<file path="config.mk">
export PLATFORM = sky130hd
export DESIGN_NAME = multi_blinker_flat
export DESIGN_NICKNAME = d
export VERILOG_FILES = /design/src/rtl/multi_blinker_if.sv /design/src/rtl/multi_blinker.sv /design/src/flat_wrapper.sv
export SDC_FILE = /design/constraint.sdc
export NUM_CORES = 1
export LEC_CHECK = 0
export ABC_CLOCK_PERIOD_IN_PS = 9300
export CORE_MARGIN = 1
export CORE_UTILIZATION = 50
export CTS_CLUSTER_SIZE = 25
export DETAILED_ROUTE_END_ITERATION = 6
export PLACE_DENSITY = 0.69
export SLEW_MARGIN = 20
export SYNTH_ARGS = -nofsm -noshare
export SYNTH_HDL_FRONTEND = slang
export SYNTH_SLANG_ARGS = --single-unit
</file>
<file path="constraint.sdc">
create_clock -name clk -period 9.3 [get_ports clk]
set_input_delay 1.86 -clock clk [delete_from_list [all_inputs] [get_ports clk]]
set_output_delay 1.86 -clock clk [all_outputs]
set_load 0.02 [all_outputs]
</file>
<file path="src/rtl/multi_blinker_if.sv">
// Configuration write channel for multi_blinker: valid/ready handshake carrying
// a channel index, a field select and the field data.
interface multi_blinker_if #(
  parameter int unsigned WIDTH = 16
);
  logic             cfg_valid;
  logic             cfg_ready;
  logic [3:0]       cfg_chan;
  logic [1:0]       cfg_sel;
  logic [WIDTH-1:0] cfg_data;

  modport master (
    output cfg_valid,
    output cfg_chan,
    output cfg_sel,
    output cfg_data,
    input  cfg_ready
  );

  modport slave (
    input  cfg_valid,
    input  cfg_chan,
    input  cfg_sel,
    input  cfg_data,
    output cfg_ready
  );
endinterface

</file>
<file path="src/rtl/multi_blinker.sv">
// Multi-channel LED blinker: shared tick prescaler, per-channel phase counter with
// period/duty/offset/mode fields. One-shot mode exists only with MULTI_BLINKER_ONESHOT_EN.
module multi_blinker #(
  parameter int unsigned CHANNELS = 4,
  parameter int unsigned WIDTH    = 16,
  parameter int unsigned PRESCALE = 1000
) (
  input  logic                clk,
  input  logic                rst,
  multi_blinker_if.slave      cfg,
  output logic                tick,
  output logic [CHANNELS-1:0] blink_out,
  output logic [CHANNELS-1:0] busy
);

  localparam int unsigned PW = (PRESCALE > 1) ? $clog2(PRESCALE) : 1;
  localparam logic [PW-1:0] PRESC_MAX = PW'(PRESCALE - 1);

  localparam logic [1:0] SEL_PERIOD = 2'd0;
  localparam logic [1:0] SEL_DUTY   = 2'd1;
  localparam logic [1:0] SEL_OFFSET = 2'd2;
  localparam logic [1:0] SEL_MODE   = 2'd3;

  localparam logic [1:0] MODE_OFF     = 2'd0;
  localparam logic [1:0] MODE_ON      = 2'd1;
  localparam logic [1:0] MODE_BLINK   = 2'd2;
  localparam logic [1:0] MODE_ONESHOT = 2'd3;

  // ---------------------------------------------------------------------------
  // Tick prescaler
  // ---------------------------------------------------------------------------
  logic [PW-1:0] presc_q, presc_d;
  logic          tick_q, tick_d;

  // tick_q mirrors (presc_q == PRESC_MAX) but as a flop, so it is cleared by reset
  always_comb begin
    presc_d = (presc_q == PRESC_MAX) ? '0 : presc_q + PW'(1);
    tick_d  = (presc_d == PRESC_MAX);
  end

  always_ff @(posedge clk or posedge rst) begin
    if (rst) begin
      presc_q <= '0;
      tick_q  <= 1'b0;
    end else begin
      presc_q <= presc_d;
      tick_q  <= tick_d;
    end
  end

  assign tick = tick_q;

  // ---------------------------------------------------------------------------
  // Config handshake: ready drops for one cycle after every accepted write
  // ---------------------------------------------------------------------------
  logic ack_q;
  logic accept;

  assign cfg.cfg_ready = ~rst & ~ack_q;
  assign accept        = cfg.cfg_valid & cfg.cfg_ready;

  always_ff @(posedge clk or posedge rst) begin
    if (rst) begin
      ack_q <= 1'b0;
    end else begin
      ack_q <= accept;
    end
  end

  // ---------------------------------------------------------------------------
  // Per-channel state
  // ---------------------------------------------------------------------------
  for (genvar c = 0; c < CHANNELS; c++) begin : g_chan
    logic [WIDTH-1:0] period_q, period_d;
    logic [WIDTH-1:0] duty_q, duty_d;
    logic [WIDTH-1:0] offset_q, offset_d;
    logic [WIDTH-1:0] ph_q, ph_d;
    logic [1:0]       mode_q, mode_d;
    logic             out_q, out_d;
    logic             wr;
`ifdef MULTI_BLINKER_ONESHOT_EN
    logic             busy_q, busy_d;
`endif

    // Channels >= CHANNELS never match, so such writes complete but are dropped
    assign wr = accept && (cfg.cfg_chan == 4'(c));

    always_comb begin
      period_d = period_q;
      duty_d   = duty_q;
      offset_d = offset_q;
      ph_d     = ph_q;
      mode_d   = mode_q;
`ifdef MULTI_BLINKER_ONESHOT_EN
      busy_d   = busy_q;
`endif
      if (wr) begin
        // A field write wins over a coincident tick advance on this channel
        unique case (cfg.cfg_sel)
          SEL_PERIOD: begin
            period_d = cfg.cfg_data;
            // Re-align to the stored offset so ph always stays inside the new period
            ph_d     = (offset_q < cfg.cfg_data) ? offset_q : '0;
          end
          SEL_DUTY: begin
            duty_d = cfg.cfg_data;
          end
          SEL_OFFSET: begin
            offset_d = cfg.cfg_data;
            ph_d     = (cfg.cfg_data < period_q) ? cfg.cfg_data : '0;
          end
          SEL_MODE: begin
            mode_d = cfg.cfg_data[1:0];
            ph_d   = '0;
`ifdef MULTI_BLINKER_ONESHOT_EN
            busy_d = (cfg.cfg_data[1:0] == MODE_ONESHOT);
`endif
          end
          default: begin
            period_d = period_q;
          end
        endcase
      end else if (tick_q) begin
        if (period_q == '0) begin
          ph_d = '0;
        end else if (ph_q == period_q - WIDTH'(1)) begin
          ph_d = '0;
`ifdef MULTI_BLINKER_ONESHOT_EN
          if (mode_q == MODE_ONESHOT) begin
            mode_d = MODE_OFF;
            busy_d = 1'b0;
          end
`endif
        end else begin
          ph_d = ph_q + WIDTH'(1);
        end
      end
    end

    always_comb begin
      out_d = 1'b0;
      unique case (mode_q)
        MODE_OFF:     out_d = 1'b0;
        MODE_ON:      out_d = 1'b1;
        MODE_BLINK:   out_d = (period_q != '0) && (ph_q < duty_q);
`ifdef MULTI_BLINKER_ONESHOT_EN
        MODE_ONESHOT: out_d = (period_q != '0) && (ph_q < duty_q);
`else
        MODE_ONESHOT: out_d = 1'b0;
`endif
        default:      out_d = 1'b0;
      endcase
    end

    always_ff @(posedge clk or posedge rst) begin
      if (rst) begin
        period_q <= '0;
        duty_q   <= '0;
        offset_q <= '0;
        ph_q     <= '0;
        mode_q   <= MODE_OFF;
        out_q    <= 1'b0;
      end else begin
        period_q <= period_d;
        duty_q   <= duty_d;
        offset_q <= offset_d;
        ph_q     <= ph_d;
        mode_q   <= mode_d;
        out_q    <= out_d;
      end
    end

`ifdef MULTI_BLINKER_ONESHOT_EN
    always_ff @(posedge clk or posedge rst) begin
      if (rst) begin
        busy_q <= 1'b0;
      end else begin
        busy_q <= busy_d;
      end
    end

    assign busy[c] = busy_q;
`else
    assign busy[c] = 1'b0;
`endif

    assign blink_out[c] = out_q;
  end

endmodule

</file>
<file path="src/flat_wrapper.sv">
// flat-port wrapper written by rule: the top's interface ports become plain ports
module multi_blinker_flat 
#(
  parameter int unsigned CHANNELS = 4,
  parameter int unsigned WIDTH    = 16,
  parameter int unsigned PRESCALE = 1000
)
  (clk, rst, tick, blink_out, busy, cfg_cfg_valid, cfg_cfg_chan, cfg_cfg_sel, cfg_cfg_data, cfg_cfg_ready);
  multi_blinker_if #(.WIDTH(WIDTH)) cfg_i ();
  input  logic clk;
  input  logic rst;
  output logic tick;
  output logic [CHANNELS-1:0] blink_out;
  output logic [CHANNELS-1:0] busy;
  input wire logic [$bits(cfg_i.cfg_valid)-1:0] cfg_cfg_valid;
  input wire logic [$bits(cfg_i.cfg_chan)-1:0] cfg_cfg_chan;
  input wire logic [$bits(cfg_i.cfg_sel)-1:0] cfg_cfg_sel;
  input wire logic [$bits(cfg_i.cfg_data)-1:0] cfg_cfg_data;
  output wire logic [$bits(cfg_i.cfg_ready)-1:0] cfg_cfg_ready;
  assign cfg_i.cfg_valid = cfg_cfg_valid;
  assign cfg_i.cfg_chan = cfg_cfg_chan;
  assign cfg_i.cfg_sel = cfg_cfg_sel;
  assign cfg_i.cfg_data = cfg_cfg_data;
  assign cfg_cfg_ready = cfg_i.cfg_ready;
  multi_blinker #(.CHANNELS(CHANNELS), .WIDTH(WIDTH), .PRESCALE(PRESCALE)) u_core (.clk(clk), .rst(rst), .cfg(cfg_i), .tick(tick), .blink_out(blink_out), .busy(busy));
endmodule
</file>
======== Yosys cells after proc, flatten, opt, wreduce, memory -nomap -nowiden ========
Cells that the tools add are included.
word-level totals
  memory bits (read-only) ................. 0
  memories kept ........................... 0
  output and inout port bits .............. 10
  RAM bits ................................ 0
  logic and storage cells ................. 163
  input bits .............................. 25
  bits in registers ....................... 280
  latch bits .............................. 0
cells by class
  div/mod/pow operators ................... 0
  shift operators ......................... 0
  $add $sub $neg .......................... 9
  bitwise gates (word level) .............. 4
  $mul .................................... 0
  eq/ne operators ......................... 28
  order comparisons ....................... 12
  muxes and demuxes ....................... 33
  reduce and logical (&&, ||, !) cells .... 50
operator list
  cell                     number
  $mux W16                 24
  $lt A16 B16 Y1           12
  $pmux W16 S3             4
  $add A16 B1 Y16 const B  4
  $eq A16 B16 Y1           4
  $logic_not A16 Y1        4
  $reduce_bool A16 Y1      4
  $sub A16 B1 Y16 const B  4
  $reduce_and A2 Y1        20
  $eq A10 B10 Y1 const B   2
  $eq A2 B2 Y1 const B     10
  $ne A4 B4 Y1 const B     4
  $pmux W1 S3              4
  $add A10 B1 Y10 const B  1
  $eq A2 B1 Y1 const B     5
  $logic_not A2 Y1         5
  $mux W10                 1
  $eq A4 B2 Y1 const B     2
  $logic_and A1 B1 Y1      8
  $reduce_bool A2 Y1       4
  $reduce_or A2 Y1         4
  $eq A4 B1 Y1 const B     1
  $logic_not A4 Y1         1
  $and A1 B1 Y1            2
  $not A1 Y1               2

======== Longest topological paths before layout ========
  depth after elaboration ................. 6
  mapped depth ............................ 12
  mapped depth without buffers ............ 10

======== Worst setup path before layout ========
No wires, ideal clock.
  path type ............................... in2reg
  start point ............................. input cfg_cfg_data[1]
  end point ............................... register u_core.g_chan[2].ph_q[10]
  data arrival time ....................... 4.262 ns
  setup slack ............................. 4.972 ns
  buffers on the path ..................... 1
  library setup time ...................... 0.066 ns
  stages .................................. 10
  data required time ...................... 9.234 ns
  path through ............................ clkinv_1 > ha_1 > o21ai_0 > o21ai_0 > a211oi_1 > nor3_1 > or4b_2 > nor3_1 > clkbuf_1 > a221o_1
between the ends
  longest elaborated chain between the ends .. 4
  elaborated cells on any way between the ends .. 6
  those cells by class .................... 2 x order compare; 4 x mux
ends and longest elaborated chain
  what                                      line                                        source
  from (decl)                               flat_wrapper.sv:18                          input wire logic [$bits(cfg_i.cfg_data)-1:0] cfg_cfg_data;
  $lt A16 B16 Y1, on equally long branches  multi_blinker.sv:110, multi_blinker.sv:103
  $mux W16, on equally long branches        multi_blinker.sv:110, multi_blinker.sv:103
  $pmux W16 S3 *                            multi_blinker.sv:99                         unique case (cfg.cfg_sel)
  $mux W16 *                                multi_blinker.sv:97                         if (wr) begin
  to (signal assigned)                      multi_blinker.sv:167                        ph_q <= ph_d;
  to (decl)                                 multi_blinker.sv:77                         logic [WIDTH-1:0] ph_q, ph_d;
Every way passes the cells marked *; elsewhere a longest branch is shown, timed or not.
A chain may end at the register's enable or synchronous reset.

======== Final worst setup path ========
  start point ............................. input rst
  end point ............................... register u_core.g_chan[2].ph_q[2]
between the ends
  longest elaborated chain between the ends .. 6
  elaborated cells on any way between the ends .. 8
  those cells by class .................... 1 x eq/ne; 1 x mux; 3 x bitwise; 3 x reduce/logical
ends and longest elaborated chain
  what                                                                 line                 source
  from (decl)                                                          flat_wrapper.sv:11   input logic rst;
  $not A1 Y1 *                                                         multi_blinker.sv:59  assign cfg.cfg_ready = ~rst & ~ack_q;
  $and A1 B1 Y1 *                                                      multi_blinker.sv:59
  $and A1 B1 Y1 *                                                      multi_blinker.sv:60  assign accept = cfg.cfg_valid & cfg.cfg_ready;
  $logic_and A1 B1 Y1 *                                                multi_blinker.sv:86  assign wr = accept && (cfg.cfg_chan == 4'(c));
  $ne A4 B4 Y1 (no source line) or $reduce_bool A2 Y1 (tied branches)  n/a
  $reduce_and A2 Y1 (no source line)                                   n/a
Marks and branches as above.

==> summary.md <==
Global route
* **number of antenna violations at the first check in global routing** 1
* **total gr overflow** 0
* **largest net degree at the start of global routing** 146
* **gr usage total** 0.3113
* **first-pass GRT wire length** 92.77 mm
* **number of global-route vias before repair** 16055

Min path
* **class of the tightest hold or removal check** reg -> reg

Timing
* **worst clock skew** 0.01168 ns
* **setup-violating endpoint count in the final report** 0
* **headroom to the max-slew limit** 0.2895
* **Total Neg Setup Slack** 0 ns
* **crit path time final** 5.575 ns
* **worst hold slack across all endpoints** 0.4770 ns
* **top achievable clock speed** 179.4 MHz
* **worst slew pin tran** 1.062 ns
* **count of endpoints failing hold in the final timing report** 0
* **final-report max-slew violation count** 0
* **final worst path period share** 0.5995
* **RSZ-0062 raised after global routing** false

Routing
* **DRC violations left** 0
* **drt via density** 6.235
* **vias after detailed routing** 16842
* **average wire per cell in the routed design** 22.03 µm
* **First DRT Iteration DRCs** 1613
* **Initial DRT Pass Iterations** 7
* **number of routed nets with antenna violations** 0
* **final routed wirelength across all metal layers** 59.51 mm

Pwr
* **switching power of the nets** 1.176 mW
* **Worst VDD drop** 0.0001303 V
* **clock power share** 0.377
* **Comb power frac** 0.237
* **Switching Fraction** 0.3189
* **static power due to leakage** 9.470 nW
* **proportion of power drawn by flip-flops and latches** 0.387
* **ratio of total power to cell area** 175.0 nW/µm²
* **Int Pwr** 2.513 mW

Final layout
* **# diodes** 0
* **share of final-layout standard cells stronger than drive strength 1** 0.08311
* **most frequent standard cell in the layout excluding fill and tap cells** dfrtp_1
* **number of fillers in the final layout** 3393
* **Syn-to-layout area delta** 10.26%
* **final net count** 2388
* **commonest non-fill, non-tap cells in the layout** dfrtp_1, nand2_1, o21ai_0

Synth
* **library cells used by synthesis** 83
* **total standard cell area after synthesis** 19120 µm²
* **Mean Syn Cell Area** 8.847 µm²
* **number of flops mapped to enable cells by yosys** 0
* **share of the yosys chip area belonging to registers** 0.3665
* **register bit total from synthesis** 280
* **Top FF cell, synth** dfrtp_1
* **number of warnings issued by yosys** 0
* **synthesized netlist cell count** 2161
* **proportion of synthesized flip-flops having asynchronous set or reset** 1.000

Clocking
* **Post CTS Setup Buffer Count** 0
* **clock input transition at the sequential cells of the worst setup and hold paths** 0.06 ns
* **post_cts resized** 0
* **clock tree buffer depth** 3
* **Worst-Skew Late Latency** 0.55 ns
* **Inserted Clock Buffers** 35
* **clock sinks** 280
* **number of H-tree branching levels** 2
* **TritonCTS clock tree** done
* **cell chosen for the clock root** clkbuf_16
* **count of hold buffers inserted by post-cts repair** 0

Die
* **boundary pin count** 35
* **Cell Rows** 71
* **core outline area** 37670 µm²
* **starting utilization of the core area** 0.5076
* **Die X** 197.5 µm
* **die outline area** 39020 µm²
* **DIE HEIGHT** 197.5 µm

Critical path
* **largest fanout on the critical path** 33
* **Critical Path End Type** register
* **worst path arrival time** 6.00 ns
* **sequence of cells on the critical path** clkdlybuf4s50_1 > nor2_1 > nand3_1 > or3_1 > nor2_2 > a21o_1 > nor3_1 > buf_4 > a221o_1
* **slowest cell on the critical path** nor2_2
* **Required @ worst endpoint** 9.72 ns
* **stage delay of the slowest cell on the critical path** 0.93 ns
* **Worst Path Class, Setup** in -> reg
* **Startpoint Class** input pin

Job
* **maximum capacitance violations** 0

Placement
* **number of buffers inserted by port buffering** 30
* **placed wire-length estimate** 40.80 mm
* **final RePlAce weighted congestion** 0.9058

Run status
* **run status** completed

-- power by group through the flow --
| stage | clock (mW) | sequential [mW] | combinational (mW) |
|---|---|---|---|
| after global placement | 0 | 1.44 | 0.829 |
| after CTS | 1.41 | 1.42 | 0.862 |
| after detailed placement | 0 | 1.44 | 0.855 |
| after floorplan | 0 | 1.39 | 0.656 |
| after global routing | 1.45 | 1.44 | 0.971 |
| final | 1.39 | 1.43 | 0.873 |
-- routing by layer --
metal,share of wire,global-route usage
met5,0,0
met4,0.054,0.1608
met3,0.081,0.05173
met2,0.45,0.4860
met1,0.42,0.4154
-- flip-flops by register name (all words and copies together), names as in the netlist --
signal / flops
u_core.ack_q: 1
u_core.tick: 1
u_core.g_chan.duty_q: 64
u_core.g_chan.mode_q: 8
u_core.g_chan.period_q: 64
u_core.presc_q: 10
u_core.g_chan.offset_q: 64
u_core.g_chan.out_q: 4
u_core.g_chan.ph_q: 64
-- synthesized netlist by cell type (all sizes together), types with 7 or more instances --
cell | count | area share
nor3b | 9 | 0.0041
o22ai | 10 | 0.0033
a32oi | 28 | 0.013
a21o | 36 | 0.015
o211ai | 7 | 0.0027
a21oi | 83 | 0.022
mux2 | 62 | 0.037
dfrtp | 280 | 0.37
o221ai | 16 | 0.0073
a221o | 38 | 0.020
nor4 | 22 | 0.0086
nand3 | 45 | 0.012
o21ai | 233 | 0.062
xor2 | 23 | 0.011
or4 | 8 | 0.0035
o2111ai | 7 | 0.0032
buf | 21 | 0.0080
a211oi | 14 | 0.0058
nand4 | 36 | 0.012
a22oi | 12 | 0.0047
and2 | 10 | 0.0033
nor3 | 55 | 0.014
or3 | 15 | 0.0049
and4 | 8 | 0.0037
nand2 | 266 | 0.052
nor2 | 119 | 0.023
ha | 194 | 0.13
and3 | 51 | 0.017
nor2b | 33 | 0.011
nand2b | 14 | 0.0046
clkbuf | 80 | 0.016
xnor2 | 58 | 0.027
inv | 166 | 0.033
o41ai | 12 | 0.0055
a31oi | 12 | 0.0043
-- worst paths after layout --
| check | startpoint | cells past startpoint | slack (ns) | endpoint |
|---|---|---|---|---|
| min | u_core.g_chan[1].duty_q[6]$_DFFE_PP0P_ | 2 | 0.48 | u_core.g_chan[1].duty_q[6]$_DFFE_PP0P_ |
| max reg2reg | u_core.ack_q$_DFF_PP0_ | 8 | 5.27 | u_core.g_chan[2].ph_q[2]$_DFFE_PP0P_ |
| min reg2reg | u_core.g_chan[1].duty_q[6]$_DFFE_PP0P_ | 2 | 0.48 | u_core.g_chan[1].duty_q[6]$_DFFE_PP0P_ |
| min in group asynchronous | rst | 2 | 1.99 | u_core.g_chan[3].duty_q[3]$_DFFE_PP0P_ |
| max | rst | 9 | 3.72 | u_core.g_chan[2].ph_q[2]$_DFFE_PP0P_ |
| max in group asynchronous | rst | 4 | 5.36 | u_core.g_chan[3].offset_q[4]$_DFFE_PP0P_ |
-- stage by stage --
step | power, mW | utilization | worst slack, ns | cells | instance area, µm²
floorplan | 2.048 | - | 3.733 | 2164 | 19130
global placement | 2.269 | 0.5291 | 3.334 | 2643 | 19930
detailed placement | 2.297 | 0.5291 | 3.270 | 2643 | 19930
CTS | 3.690 | 0.5596 | 3.821 | 2701 | 21080
global route | 3.861 | 0.5596 | 3.491 | 2701 | 21080
finish | 3.689 | 0.5596 | 3.725 | 2701 | 21080
-- final cells by class --
cell class	instances	area, µm²	share of cell area
Clock buffer	53	1076	0.05105
Clock inverter	5	75.07	0.003561
Inverter	167	630.6	0.02992
Multi-Input combinational cell	1616	11050	0.5240
Sequential cell	280	7007	0.3324
Tap cell	511	639.4	0.03033
Timing Repair Buffer	69	605.6	0.02873
-- worst max-delay path, delay by kind of cell --
| kind | cells | cell delay, ns |
|---|---|---|
| compound gates | 2 | 1.07 |
| buf+inv | 2 | 0.78 |
| simple gates | 5 | 2.26 |
-- cell families after synthesis --
logic type / after synthesis / share of synthesized area
XOR/XNOR: 81 / 0.03711
adder cells (fa/ha/maj): 194 / 0.1270
buffers and inverters: 268 / 0.05661
other: 1 / 0.0001961
flip-flops: 280 / 0.3665
AO/OA/AOI/OAI: 556 / 0.1893
multiplexers: 68 / 0.03966
AND/OR/NAND/NOR: 713 / 0.1836
Note: power is estimated with default switching activity, not from simulation.
